[src/rtl/uart_pkg.sv]
// uart_pkg: shared FSM state type and constants for the UART transmit path.
//   Exports state_t (IDLE, START, DATA, PARITY, STOP), the PARITY_* mode codes
//   and the default bit period for a 50 MHz clock at 115200 baud.
package uart_pkg;
  typedef enum logic [2:0] {IDLE, START, DATA, PARITY, STOP} state_t;
  localparam int PARITY_NONE = 0;
  localparam int PARITY_ODD = 1;
  localparam int PARITY_EVEN = 2;
  localparam int CLKS_PER_BIT_50M_115200 = 434;
endpackage

[src/rtl/sync_fifo.sv]
// sync_fifo: single-clock FIFO with occupancy count.
//   clk, rst (async, active-low); wr_en/wr_data write when not full;
//   rd_en pops when not empty; rd_data shows the head word;
//   full, empty and count report occupancy.
module sync_fifo #(
  parameter int WIDTH = 8,
  parameter int DEPTH = 16
) (
  input  logic                     clk,
  input  logic                     rst,
  input  logic                     wr_en,
  input  logic [WIDTH-1:0]         wr_data,
  input  logic                     rd_en,
  output logic [WIDTH-1:0]         rd_data,
  output logic                     full,
  output logic                     empty,
  output logic [$clog2(DEPTH):0]   count
);
  localparam int AW = $clog2(DEPTH);
  localparam int CW = AW + 1;
  logic [WIDTH-1:0] mem [DEPTH];
  logic [AW-1:0] wr_ptr, rd_ptr;
  logic wr, rd;
  assign wr = wr_en && !full;
  assign rd = rd_en && !empty;
  assign full = count == CW'(DEPTH);
  assign empty = count == '0;
  assign rd_data = mem[rd_ptr];
  always_ff @(posedge clk or negedge rst) begin
    if (!rst) begin
      wr_ptr <= '0;
      rd_ptr <= '0;
      count <= '0;
    end else begin
      if (wr) wr_ptr <= wr_ptr + AW'(1);
      if (rd) rd_ptr <= rd_ptr + AW'(1);
      count <= count + CW'(wr) - CW'(rd);
    end
  end
  always_ff @(posedge clk) begin
    if (wr) mem[wr_ptr] <= wr_data;
  end
endmodule

[src/rtl/uart_txd_fifo.sv]
// uart_txd_fifo: FIFO-buffered UART transmitter with configurable framing.
//   clk, rst (async, active-low); data_bus/data_valid/data_ready host write
//   handshake; serial_out UART line (idle high); tx_busy frame in progress;
//   fifo_empty and fifo_count report queued words.
module uart_txd_fifo import uart_pkg::*; #(
  parameter int DATA_BITS = 8,
  parameter int CLKS_PER_BIT = CLKS_PER_BIT_50M_115200,
  parameter int PARITY_MODE = PARITY_NONE,
  parameter int STOP_BITS = 1,
  parameter int FIFO_DEPTH = 16
) (
  input  logic                          clk,
  input  logic                          rst,
  input  logic [DATA_BITS-1:0]          data_bus,
  input  logic                          data_valid,
  output logic                          data_ready,
  output logic                          serial_out,
  output logic                          tx_busy,
  output logic                          fifo_empty,
  output logic [$clog2(FIFO_DEPTH):0]   fifo_count
);
  localparam int STOP_CLKS = STOP_BITS * CLKS_PER_BIT;
  localparam int CW = $clog2(STOP_CLKS);
  localparam int BW = $clog2(DATA_BITS);
  if (DATA_BITS < 5 || DATA_BITS > 8 || CLKS_PER_BIT < 2 || PARITY_MODE < 0 || PARITY_MODE > 2 ||
      STOP_BITS < 1 || STOP_BITS > 2 || FIFO_DEPTH < 2 || (FIFO_DEPTH & (FIFO_DEPTH - 1)) != 0)
  begin : g_bad_param
    $error("uart_txd_fifo: illegal parameter value");
  end
  state_t state, state_nxt;
  logic [CW-1:0] cnt;
  logic [BW-1:0] bit_cnt;
  logic [DATA_BITS-1:0] shift, head;
  logic par, full, pop, done, last_bit;
  sync_fifo #(.WIDTH(DATA_BITS), .DEPTH(FIFO_DEPTH)) u_fifo (
    .clk(clk),
    .rst(rst),
    .wr_en(data_valid),
    .wr_data(data_bus),
    .rd_en(pop),
    .rd_data(head),
    .full(full),
    .empty(fifo_empty),
    .count(fifo_count)
  );
  // The stop phase is one long period covering all stop bits.
  assign done = cnt == CW'((state == STOP ? STOP_CLKS : CLKS_PER_BIT) - 1);
  assign last_bit = bit_cnt == BW'(DATA_BITS - 1);
  assign tx_busy = state != IDLE;
  assign data_ready = !full;
  always_comb begin
    state_nxt = state;
    pop = 1'b0;
    case (state)
      IDLE: begin
        pop = !fifo_empty;
        state_nxt = fifo_empty ? IDLE : START;
      end
      START: state_nxt = done ? DATA : START;
      DATA: state_nxt = (done && last_bit) ? (PARITY_MODE != PARITY_NONE ? PARITY : STOP) : DATA;
      PARITY: state_nxt = done ? STOP : PARITY;
      STOP: begin
        pop = done && !fifo_empty;
        state_nxt = !done ? STOP : (fifo_empty ? IDLE : START);
      end
      default: state_nxt = IDLE;
    endcase
  end
  // serial_out follows the current state one cycle later, keeping the pin registered.
  always_ff @(posedge clk or negedge rst) begin
    if (!rst) begin
      state <= IDLE;
      cnt <= '0;
      bit_cnt <= '0;
      shift <= '0;
      par <= 1'b0;
      serial_out <= 1'b1;
    end else begin
      state <= state_nxt;
      cnt <= (done || state == IDLE) ? '0 : cnt + CW'(1);
      if (pop) begin
        shift <= head;
        par <= ^head ^ (PARITY_MODE == PARITY_ODD);
        bit_cnt <= '0;
      end else if (state == DATA && done) begin
        shift <= shift >> 1;
        bit_cnt <= bit_cnt + BW'(1);
      end
      serial_out <= state == START ? 1'b0 : state == DATA ? shift[0] : state == PARITY ? par : 1'b1;
    end
  end
endmodule

[config.mk]
export PLATFORM = sky130hd
export DESIGN_NAME = uart_txd_fifo
export DESIGN_NICKNAME = d
export VERILOG_FILES = /design/src/rtl/uart_pkg.sv /design/src/rtl/sync_fifo.sv /design/src/rtl/uart_txd_fifo.sv
export SDC_FILE = /design/constraint.sdc
export NUM_CORES = 1
export LEC_CHECK = 0
export BUFFER_PORTS_ARGS = -buffer_cell sky130_fd_sc_hd__buf_4
export CAP_MARGIN = 20
export CORE_AREA = 2 2 95 134
export CTS_CLUSTER_DIAMETER = 40
export DETAILED_ROUTE_END_ITERATION = 8
export DIE_AREA = 0 0 97 136
export PLACE_DENSITY_LB_ADDON = 0.12
export SLEW_MARGIN = 5
export SYNTH_ARGS = -nofsm -noshare
export SYNTH_HDL_FRONTEND = slang
export SYNTH_SLANG_ARGS = --single-unit
export TNS_END_PERCENT = 10
[constraint.sdc]
create_clock -name clk -period 3.3 [get_ports clk]
set_input_delay 0.33 -clock clk [delete_from_list [all_inputs] [get_ports clk]]
set_output_delay 0.33 -clock clk [all_outputs]
set_load 0.03 [all_outputs]
* After elaboration in Yosys (flattened, before gate mapping) *
Memories as Yosys holds them, arrays and structs flattened.
Index checks and enable logic that the tools add are counted.

operators by class
  add/subtract/negate cells = 6
  multipliers = 0
  div/mod/pow operators = 0
  $lt $le $gt $ge = 0
  eq/ne operators = 7
  shifts and indexed selects = 0
  muxes and demuxes = 17
  bitwise operators = 0
  reductions and logical operators = 13

operator list
  operator                                             count
  2-to-1 mux 8 bit                                     2
  2-to-1 mux 3 bit                                     5
  case mux 3 bit (5 select lines)                      1
  adder 9 x 1 -> 9 bit, second input constant          1
  equality test 9 bit, second input constant           1
  2-to-1 mux 9 bit                                     1
  adder 4 x 1 -> 4 bit, second input constant          2
  XOR reduction 8 bit                                  1
  equality test 3 x 2 -> 1 bit, second input constant  2
  equality test 3 bit, second input constant           2
  2-to-1 mux 1 bit                                     6
  adder 5 x 1 -> 5 bit                                 1
  equality test 5 bit, second input constant           1
  logical AND 1 bit                                    5
  zero test 5 bit                                      1
  subtractor 5 x 1 -> 5 bit                            1
  adder 3 x 1 -> 3 bit, second input constant          1
  equality test 3 x 1 -> 1 bit, second input constant  1
  zero test 3 bit                                      1
  nonzero test 3 bit                                   1
  zero test 1 bit                                      2
  2-to-1 mux 2 bit                                     1
  case mux 1 bit (2 select lines)                      1
  nonzero test 2 bit                                   1
  logical OR 1 bit                                     1

word-level totals
  register bits = 38
  latch bits = 0
  memory bits (writable) = 128
  bits in read-only memories = 0
  bits of input ports = 11
  output and inout port bits = 9
  logic and storage cells = 53
  memories = 1

memories
  memory      depth  bits a word  read ports  clocked after Yosys merged registers in  wr ports  line             source
  u_fifo.mem  16     8            1           0                                        1         sync_fifo.sv:21  logic [WIDTH-1:0] mem [DEPTH];

* Logic depth before layout (Yosys ltp) *
Gate-level depths: netlist of run 1.

  word-level depth = 6
  mapped depth = 14
  gate-level depth less buffers = 14

* By module *
From an unflattened synthesis of run 1, not the netlist that was laid out.

second synthesis, totals
  cell total of the unflattened synthesis = 434
  area, all modules = 7149.4 um2

by module, submodules not included
  module         instances  cells each  area each (um2)  seq. area each (um2)
  sync_fifo      1          319         5863.1           4169.0
  uart_txd_fifo  1          115         1286.2           626.9

* Worst setup path before layout of run 1 *
Ideal clock, no wire load.

  kind = reg-to-reg
  start = register u_fifo.count[3]
  end = register u_fifo.count[4]
  library setup time = 0.123 ns
  arrival time = 3.450 ns
  required time = 3.177 ns
  slack = -0.273 ns
  stages on the path, launching flop included = 15
  path buffers = 0
  period minus slack after synthesis = 3.573 ns
  cell sequence = dfrtp_1 -> inv_1 -> ha_1 -> nor4b_1 -> nor3_1 -> nand2_1 -> inv_1 -> ha_1 -> inv_1 -> ha_1 -> fa_1 -> a21oi_1 -> nor2_1 -> nor2_1 -> xnor2_1

on the way
  cells in the longest elaborated chain, start to end = 6
  elaborated cells on any way between the ends = 10
  classes of those cells = 2 x add/sub; 1 x eq/ne; 1 x mux; 6 x reduce/logical

ends and longest elaborated chain
  item                             line                                                       source
  start: declaration               sync_fifo.sv:17                                            output logic [$clog2(DEPTH):0] count
  start signal: assignment         sync_fifo.sv:37                                            count <= count + CW'(wr) - CW'(rd);
  zero test 5 bit *                sync_fifo.sv:27                                            assign empty = count == '0;
  net fifo_empty                   uart_txd_fifo.sv:19                                        output logic fifo_empty,
  zero test 1 bit *                sync_fifo.sv:25, uart_txd_fifo.sv:56, uart_txd_fifo.sv:63
  logical AND 1 bit                uart_txd_fifo.sv:63                                        pop = done && !fifo_empty;
  case mux 1 bit (2 select lines)  uart_txd_fifo.sv:54                                        case (state)
  logical AND 1 bit *              sync_fifo.sv:25                                            assign rd = rd_en && !empty;
  net u_fifo.rd                    sync_fifo.sv:23                                            logic wr, rd;
  subtractor 5 x 1 -> 5 bit *      sync_fifo.sv:37

Mark *: on every way through the listed nets, which the timed path passes. The rest lies on a longest branch.
A chain may end at the register's enable or synchronous reset.

* Worst setup path in the final report of run 1 *
  start = register u_fifo.rd_ptr[0]
  end = register par

on the way
  cells in the longest elaborated chain, start to end = 2

ends and longest elaborated chain
  item                      line                 source
  start: declaration        sync_fifo.sv:22      logic [AW-1:0] wr_ptr, rd_ptr;
  start signal: assignment  sync_fifo.sv:36      if (rd) rd_ptr <= rd_ptr + AW'(1);
  memory read (16 x 8 bit)  -
  XOR reduction 8 bit       uart_txd_fifo.sv:83  par <= ^head ^ (PARITY_MODE == PARITY_ODD);
  end signal: assignment    uart_txd_fifo.sv:83
  end: declaration          uart_txd_fifo.sv:34  logic par, full, pop, done, last_bit;

Every way passes these cells.

==> run_results.csv, run 1 <==
group,metric,value,unit
setup_path,crit_path_max_fanout,14,
logic_synthesis,synth-xor-area-share,0.0366,
final_layout,layout.cells.non_filler,616,
sta,fin_crit,2.82,ns
clock_network,cts_resized,0,
routing,viasPerCell,5.84,
global_routing,first_global_vias,3697,
routing,routed_wl,12500,µm
power_and_ir_drop,p_sw,0.00135,W
power_and_ir_drop,powerDensity,647,nW/µm²
logic_synthesis,synth-simple-area-share,0.0604,
global_routing,grt_usage,0.205,
logic_synthesis,yosysSeqAreaShare,0.677,
floorplan,die_w,97,µm
routing,routed-via-count,3599,
floorplan,io_pins,20,
global_routing,grt_pass1_wl,19800,µm
power_and_ir_drop,p_sw_frac,0.260,
logic_synthesis,postSynthAreaPerCell,16.9,µm²
logic_synthesis,synth_cell_types,41,
logic_synthesis,synth_top_area_share,0.543,
setup_path,worstPathArrival,3.16,ns
floorplan,core_area,12100,µm²
sta,setup_tns,0,ns
placement,place_inst,583,
setup_path,crit_type,"flop to flop",
clock_network,ctsRootBufferMaster,"clkbuf_16",
floorplan,num_rows,48,
routing,final_antenna_net_count,0,
routing,drc,0,
flow_run,drv_cap,0,
sta,setup_viol,0,
logic_synthesis,synth_fa_ha_area_frac,0.0293,
sta,fmax,355,MHz
logic_synthesis,postSynthCellCount,418,
global_routing,globalRouteOverflowTotal,0,
clock_network,cts_inserted_buffers,17,
setup_path,crit_path_start_kind,"flop",
global_routing,antenna_found_initial,0,
logic_synthesis,async_reset_ff_frac,0.229,
clock_network,post_cts_buffers,0,
hold_path,hp-class,"input pin to flop",
clock_network,cts_tree,"built",
logic_synthesis,synth.largest_area_cell,"edfxtp_1",
clock_network,clk_latency,0.42,ns
setup_path,cp.required,3.64,ns
logic_synthesis,yosys-top-cells-count,"128 x edfxtp_1, 37 x dfrtp_1, 37 x nor2_1",
final_layout,fin_nets,480,
power_and_ir_drop,p_int,0.00382,W
logic_synthesis,ys_seq_elements,166,
logic_synthesis,synth_edf_count,128,
placement,port-buffer-count,19,
clock_network,cts.path.max_buffers,2,
clock_network,hold_buffers,1,
sta,finalHoldViolCount,0,
logic_synthesis,syn_nets,445,
routing,drt-pass1-iter-count,5,
floorplan,start_util,0.587,
logic_synthesis,synth_compound_area_frac,0.0201,
clock_network,cts_num_sinks,166,
logic_synthesis,yosysMostFrequentCell,"edfxtp_1",
final_layout,fillers,771,
clock_network,path_clk_slew,0.06,ns
sta,tightest_slew,0.843,ns
logic_synthesis,ys.flop_type,"edfxtp_1",
floorplan,die-area,13200,µm²
routing,drtIter0Drc,269,
run_status,status,"completed",
logic_synthesis,yosysWarnings,0,
clock_network,cts-htree-levels,4,
sta,slew_headroom,0.436,
power_and_ir_drop,vdd_drop_max,432,µV
floorplan,fp.dieH,136,µm
power_and_ir_drop,seqPwrFrac,0.500,
sta,slew_violations,0,
routing,wl_per_cell,20.3,µm
sta,rsz0062_at_grt,"false",
global_routing,grt_max_degree,39,
sta,finClkSkew,0.0108,ns
power_and_ir_drop,clkPwrFrac,0.355,
final_layout,num_antenna_cells,0,
logic_synthesis,synthMuxAreaShare,0.152,
sta,final.period_utilization,0.854,
final_layout,layout-drive-gt1-share,0.182,
placement,gp_congestion,0.811,
setup_path,worst_setup_path_end_kind,"flop",
power_and_ir_drop,pwr-share-comb,0.145,
logic_synthesis,synthTopCellsByArea,"edfxtp_1 54%, dfrtp_1 13%, mux4_1 7.0%",
logic_synthesis,syn-cell-area,7080,µm²
final_layout,area_growth,12.7,%
power_and_ir_drop,power.leakage,3.00,nW
placement,dp_hpwl,8380,µm
logic_synthesis,synth_top_family_by_area,"multiplexers",
==> layout by cell type, fill, tap and decap left out, drive strengths merged, types with 2 or more instances in the layout <==
master    count
inv          17
or3           2
xnor2        15
nand4         4
xor2         12
o21ai         7
nand3         6
clkinv        8
dfrtp        37
clkbuf       18
clkinvlp      4
and2          8
nor3b         2
nand2        22
mux2i        23
ha           15
a211oi        4
nor2         37
nand2b        2
a21oi         8
mux4         32
edfxtp      128
buf          32
o31a          3
mux2          5
nor4          4
==> power by group through the flow <==
stage | logic [W] | clock network [W] | registers, W
after global routing | 0.000837 | 0.00196 | 0.00261
after detailed placement | 0.000760 | 0 | 0.00263
after global placement | 0.000740 | 0 | 0.00262
final | 0.000749 | 0.00183 | 0.00259
after floorplan | 0.000472 | 0 | 0.00264
after CTS | 0.000766 | 0.00187 | 0.00259
==> area by class of cell <==
type	instances	area, µm²	share of cell area
Multi-Input combinational cell	219	2130	0.267
Clock buffer	18	429	0.0538
Inverter	16	60.1	0.00752
Timing Repair Buffer	33	250	0.0314
Tap cell	150	188	0.0235
Clock inverter	14	129	0.0161
Sequential cell	166	4800	0.601
==> final timing paths <==
path	from	endpoint	slack (ns)	depth (start not counted)
min in group asynchronous	rst	u_fifo.count[3]	0.44	2
max reg2reg	u_fifo.rd_ptr[0]	par	0.48	7
max in group asynchronous	rst	u_fifo.rd_ptr[0]	2.49	2
min reg2reg	cnt[0]	cnt[0]	0.49	1
max	u_fifo.rd_ptr[0]	par	0.48	7
min	data_bus[1]	u_fifo.mem[11][1]	0.21	1
==> worst max-delay path: stages (launching register included) <==
cell and delay (ns):
dfrtp_2 0.59, buf_4 0.33, mux4_1 0.58, mux2i_1 0.25
xnor2_1 0.09, o21ai_0 0.30, xnor3_1 0.46, o21ai_1 0.13
==> routing by layer <==
metal,vias to the layer above,GRT usage,routed length (µm)
met5,-,0,0
met4,0,0.0548,113
met3,9,0.0514,569
met2,97,0.369,6830
met1,1837,0.248,5000
li1,1656,-,-
==> cell families after synthesis <==
kind of cell             Yosys count
flip-flops                       166
multiplexers                      60
AO/OA/AOI/OAI                     23
XOR/XNOR                          28
buffers and inverters             33
AND/OR/NAND/NOR                   92
adder cells (fa/ha/maj)           16
==> sequential cells by signal (all words and copies together), names as in the netlist <==
| signal | flops |
|---|---|
| u_fifo.mem | 128 |
| cnt | 9 |
| shift | 8 |
| u_fifo.count | 5 |
| u_fifo.rd_ptr | 4 |
| u_fifo.wr_ptr | 4 |
| bit_cnt | 3 |
| state | 3 |
| par | 1 |
| serial_out | 1 |
==> stage by stage <==
step / hold WS [ns] / setup WS, ns / area [µm²] / utilization / power (W)
after global routing: 0.213 / 0.285 / 7980 / 0.661 / 0.00540
after CTS: 0.206 / 0.421 / 7980 / 0.661 / 0.00522
after floorplan: 0.0344 / 0.205 / 7090 / - / 0.00311
final: 0.213 / 0.482 / 7980 / 0.661 / 0.00517
after global placement: 0.334 / 0.522 / 7410 / 0.614 / 0.00336
after detailed placement: 0.339 / 0.444 / 7410 / 0.614 / 0.00339
Note: power is estimated with default switching activity, not from simulation.
==> run 2: changes to the inputs <==
- ABC_AREA: unset -> 1
- CORE_AREA: 2 2 95 134 -> 2 2 99 140
- DIE_AREA: 0 0 97 136 -> 0 0 101 142
- SYNTH_HIERARCHICAL: unset -> 1
==> run_results.csv, run 2 <==
group,metric,value,unit
logic_synthesis,synth_top_area_share,0.498,
logic_synthesis,synth_fa_ha_area_frac,0.0269,
routing,drt-pass1-iter-count,5,
hold_path,min_from,"data_bus[0]",
routing,viasPerCell,5.33,
logic_synthesis,postSynthCellCount,784,
routing,final_antenna_net_count,0,
clock_network,ctsRootBufferMaster,"clkbuf_16",
flow_run,drv_cap,0,
power_and_ir_drop,p_sw_frac,0.269,
logic_synthesis,ys.flop_type,"edfxtp_1",
final_layout,largest_reg_flops,128,
clock_network,cts_inserted_buffers,17,
logic_synthesis,synth_cell_types,35,
sta,slew_headroom,0.441,
setup_path,crit_path_max_fanout,9,
clock_network,cts-htree-levels,4,
global_routing,grt_pass1_wl,25200,µm
sta,rsz0062_at_grt,"false",
final_layout,final_cell_mix,"282 x nand2_1, 128 x edfxtp_1, 84 x inv_1",
logic_synthesis,synth_top_family_by_area,"simple AND/OR/NAND/NOR gates",
global_routing,globalRouteOverflowTotal,0,
routing,drc,0,
sta,slew_violations,0,
clock_network,cts_resized,0,
logic_synthesis,synthMuxAreaShare,0,
sta,whs,0.255,ns
final_layout,num_antenna_cells,0,
logic_synthesis,yosysSeqAreaShare,0.622,
run_status,status,"completed",
logic_synthesis,yosysWarnings,6,
setup_path,worstRegToRegCells,15,
routing,drtIter0Drc,286,
sta,fmax,342,MHz
placement,dp_hpwl,10600,µm
floorplan,die_w,101,µm
setup_path,cpMostUsedCell,"inv_1",
setup_path,path_cells,"inv_1 > ha_1 > nand4_1 > inv_1 > nor2_2 > a21boi_4 > nand2_1 > inv_1 > ha_1 > inv_1 > ha_1 > fa_1 > nand3_1 > nand2_1 > xor2_1",
setup_path,worst_setup_path_end_kind,"flop",
power_and_ir_drop,p_int,0.00383,W
sta,final.period_utilization,0.885,
placement,gp_congestion,0.836,
final_layout,final_common_cell,"nand2_1",
power_and_ir_drop,p_sw,0.00141,W
routing,wl_met1,6300,µm
floorplan,die-area,14300,µm²
sta,finClkSkew,0.00989,ns
clock_network,cts_tree,"built",
routing,routed_wl,16000,µm
power_and_ir_drop,vdd_drop_max,415,µV
sta,tightest_slew,0.838,ns
logic_synthesis,yosys-top-cells-count,"282 x nand2_1, 128 x edfxtp_1, 84 x inv_1",
sta,fin_crit,2.92,ns
setup_path,r2r-start,"u_fifo/count[2]",
power_and_ir_drop,clkPwrFrac,0.364,
global_routing,antenna_found_initial,0,
floorplan,core_area,13100,µm²
sta,setup_tns,0,ns
final_layout,area_growth,10.4,%
logic_synthesis,syn-cell-area,7710,µm²
hold_path,min_path_cells,1,
logic_synthesis,synth_compound_area_frac,0.0157,
placement,port-buffer-count,19,
clock_network,clk_latency,0.41,ns
hold_path,whs_endpoint,"u_fifo/mem[3][0]",
final_layout,multiInputGateArea,2410,µm²
logic_synthesis,postSynthAreaPerCell,9.84,µm²
sta,finalHoldViolCount,0,
setup_path,slowest_delay,0.42,ns
final_layout,fin_nets,830,
clock_network,hold_buffers,1,
logic_synthesis,yosysMostFrequentCell,"nand2_1",
setup_path,r2r_end,"u_fifo/count[4]",
hold_path,hp-class,"input pin to flop",
routing,wl_per_cell,16.4,µm
global_routing,grt_usage,0.236,
setup_path,reg2reg_slack,0.38,ns
power_and_ir_drop,power.leakage,3.83,nW
logic_synthesis,synthTopCellsByArea,"edfxtp_1 50%, nand2_1 14%, dfrtp_1 12%",
power_and_ir_drop,powerDensity,616,nW/µm²
clock_network,path_clk_slew,0.06,ns
routing,routed-via-count,5181,
setup_path,crit_slowest_cell,"fa_1",
logic_synthesis,synth-simple-area-share,0.257,
floorplan,start_util,0.587,
clock_network,post_cts_buffers,0,
final_layout,top_regs,"u_fifo/mem (128), cnt (9), shift (8)",
setup_path,cp.required,3.60,ns
logic_synthesis,synth.largest_area_cell,"edfxtp_1",
global_routing,grt_max_degree,82,
setup_path,crit_type,"flop to flop",
final_layout,fillers,1064,
global_routing,first_global_vias,5127,
routing,routed.top_layer,"met4",
final_layout,layout-drive-gt1-share,0.115,
logic_synthesis,ys_seq_elements,166,
sta,setup_viol,0,
setup_path,crit_path_start_kind,"flop",
logic_synthesis,synth_edf_count,128,
clock_network,cts.path.max_buffers,2,
logic_synthesis,async_reset_ff_frac,0.229,
final_layout,top_register,"u_fifo/mem",
routing,wl_met2,8760,µm
power_and_ir_drop,seqPwrFrac,0.486,
setup_path,worstPathArrival,3.22,ns
power_and_ir_drop,pwr-share-comb,0.150,
routing,met3_length,589,µm
logic_synthesis,synth-xor-area-share,0.0136,
final_layout,register_area,4800,µm²
floorplan,io_pins,20,
logic_synthesis,syn_nets,811,
floorplan,num_rows,50,
clock_network,cts_num_sinks,166,
floorplan,fp.dieH,142,µm
[run 2: changes by cell type after synthesis, moves of 19 or more]
cell	change
mux2i_1	-23
nor2_1	+45
nand3_1	+51
nand2_1	+260
inv_1	+69
mux4_1	-19
[run 2: worst max path at each step]
| stage | startpoint | endpoint | slack (ns) | depth (start not counted) |
|---|---|---|---|---|
| 4_1_cts | u_fifo/count[2] | u_fifo/count[4] | 0.33 | 15 |
| 3_3_place_gp | u_fifo/count[3] | u_fifo/count[4] | 0.47 | 15 |
| 3_5_place_dp | u_fifo/count[2] | u_fifo/count[4] | 0.35 | 15 |
| 5_1_grt | u_fifo/count[2] | u_fifo/count[4] | 0.18 | 15 |
| 2_1_floorplan | u_fifo/count[2] | u_fifo/count[4] | 0.36 | 15 |
| 6_report | u_fifo/count[2] | u_fifo/count[4] | 0.38 | 15 |
[run 2: cell families (layout without fill, tap and decap cells)]
kind of cell	Yosys count	count (layout)
flip-flops	166	166
buffers and inverters	115	147
XOR/XNOR	12	12
AND/OR/NAND/NOR	457	457
adder cells (fa/ha/maj)	16	16
AO/OA/AOI/OAI	18	18
[run 2: final cells by class]
type / instances / area share
flip-flops and latches: 166 / 0.563
multi-input cells: 503 / 0.283
clock buffers: 23 / 0.0613
inverters: 91 / 0.0404
well taps: 156 / 0.0229
repair buffers: 24 / 0.0214
clock inverters: 9 / 0.00735
[run 2: power by group through the flow]
stage | combinational [W] | sequential (W) | clock (W)
finish | 0.000786 | 0.00255 | 0.00191
global route | 0.000858 | 0.00256 | 0.00203
CTS | 0.000788 | 0.00255 | 0.00194
detailed placement | 0.000782 | 0.00259 | 0
global placement | 0.000738 | 0.00258 | 0
floorplan | 0.000457 | 0.00263 | 0
[run 2: per-stage QoR]
stage	std cells	area (µm²)	util	power [W]	setup slack (ns)
global placement	939	7920	0.603	0.00332	0.469
global route	972	8520	0.648	0.00545	0.182
detailed placement	939	7920	0.603	0.00337	0.345
finish	972	8520	0.648	0.00525	0.379
floorplan	784	7710	-	0.00309	0.356
CTS	972	8520	0.648	0.00528	0.334
[run 2: critical path: cells and delay by family, from the launching register on]
| kind | cells | cell delay (ns) |
|---|---|---|
| flops | 1 | 0.38 |
| compound gates | 1 | 0.31 |
| fa+ha+maj | 4 | 0.96 |
| simple gates | 5 | 0.66 |
| xor+xnor | 1 | 0.14 |
| buf+inv | 4 | 0.35 |
[run 2: metal layers]
| layer | GRT usage | up-vias |
|---|---|---|
| li1 | - | 2543 |
| met1 | 0.268 | 2501 |
| met2 | 0.435 | 120 |
| met3 | 0.0467 | 17 |
| met4 | 0.0825 | 0 |
| met5 | 0 | - |
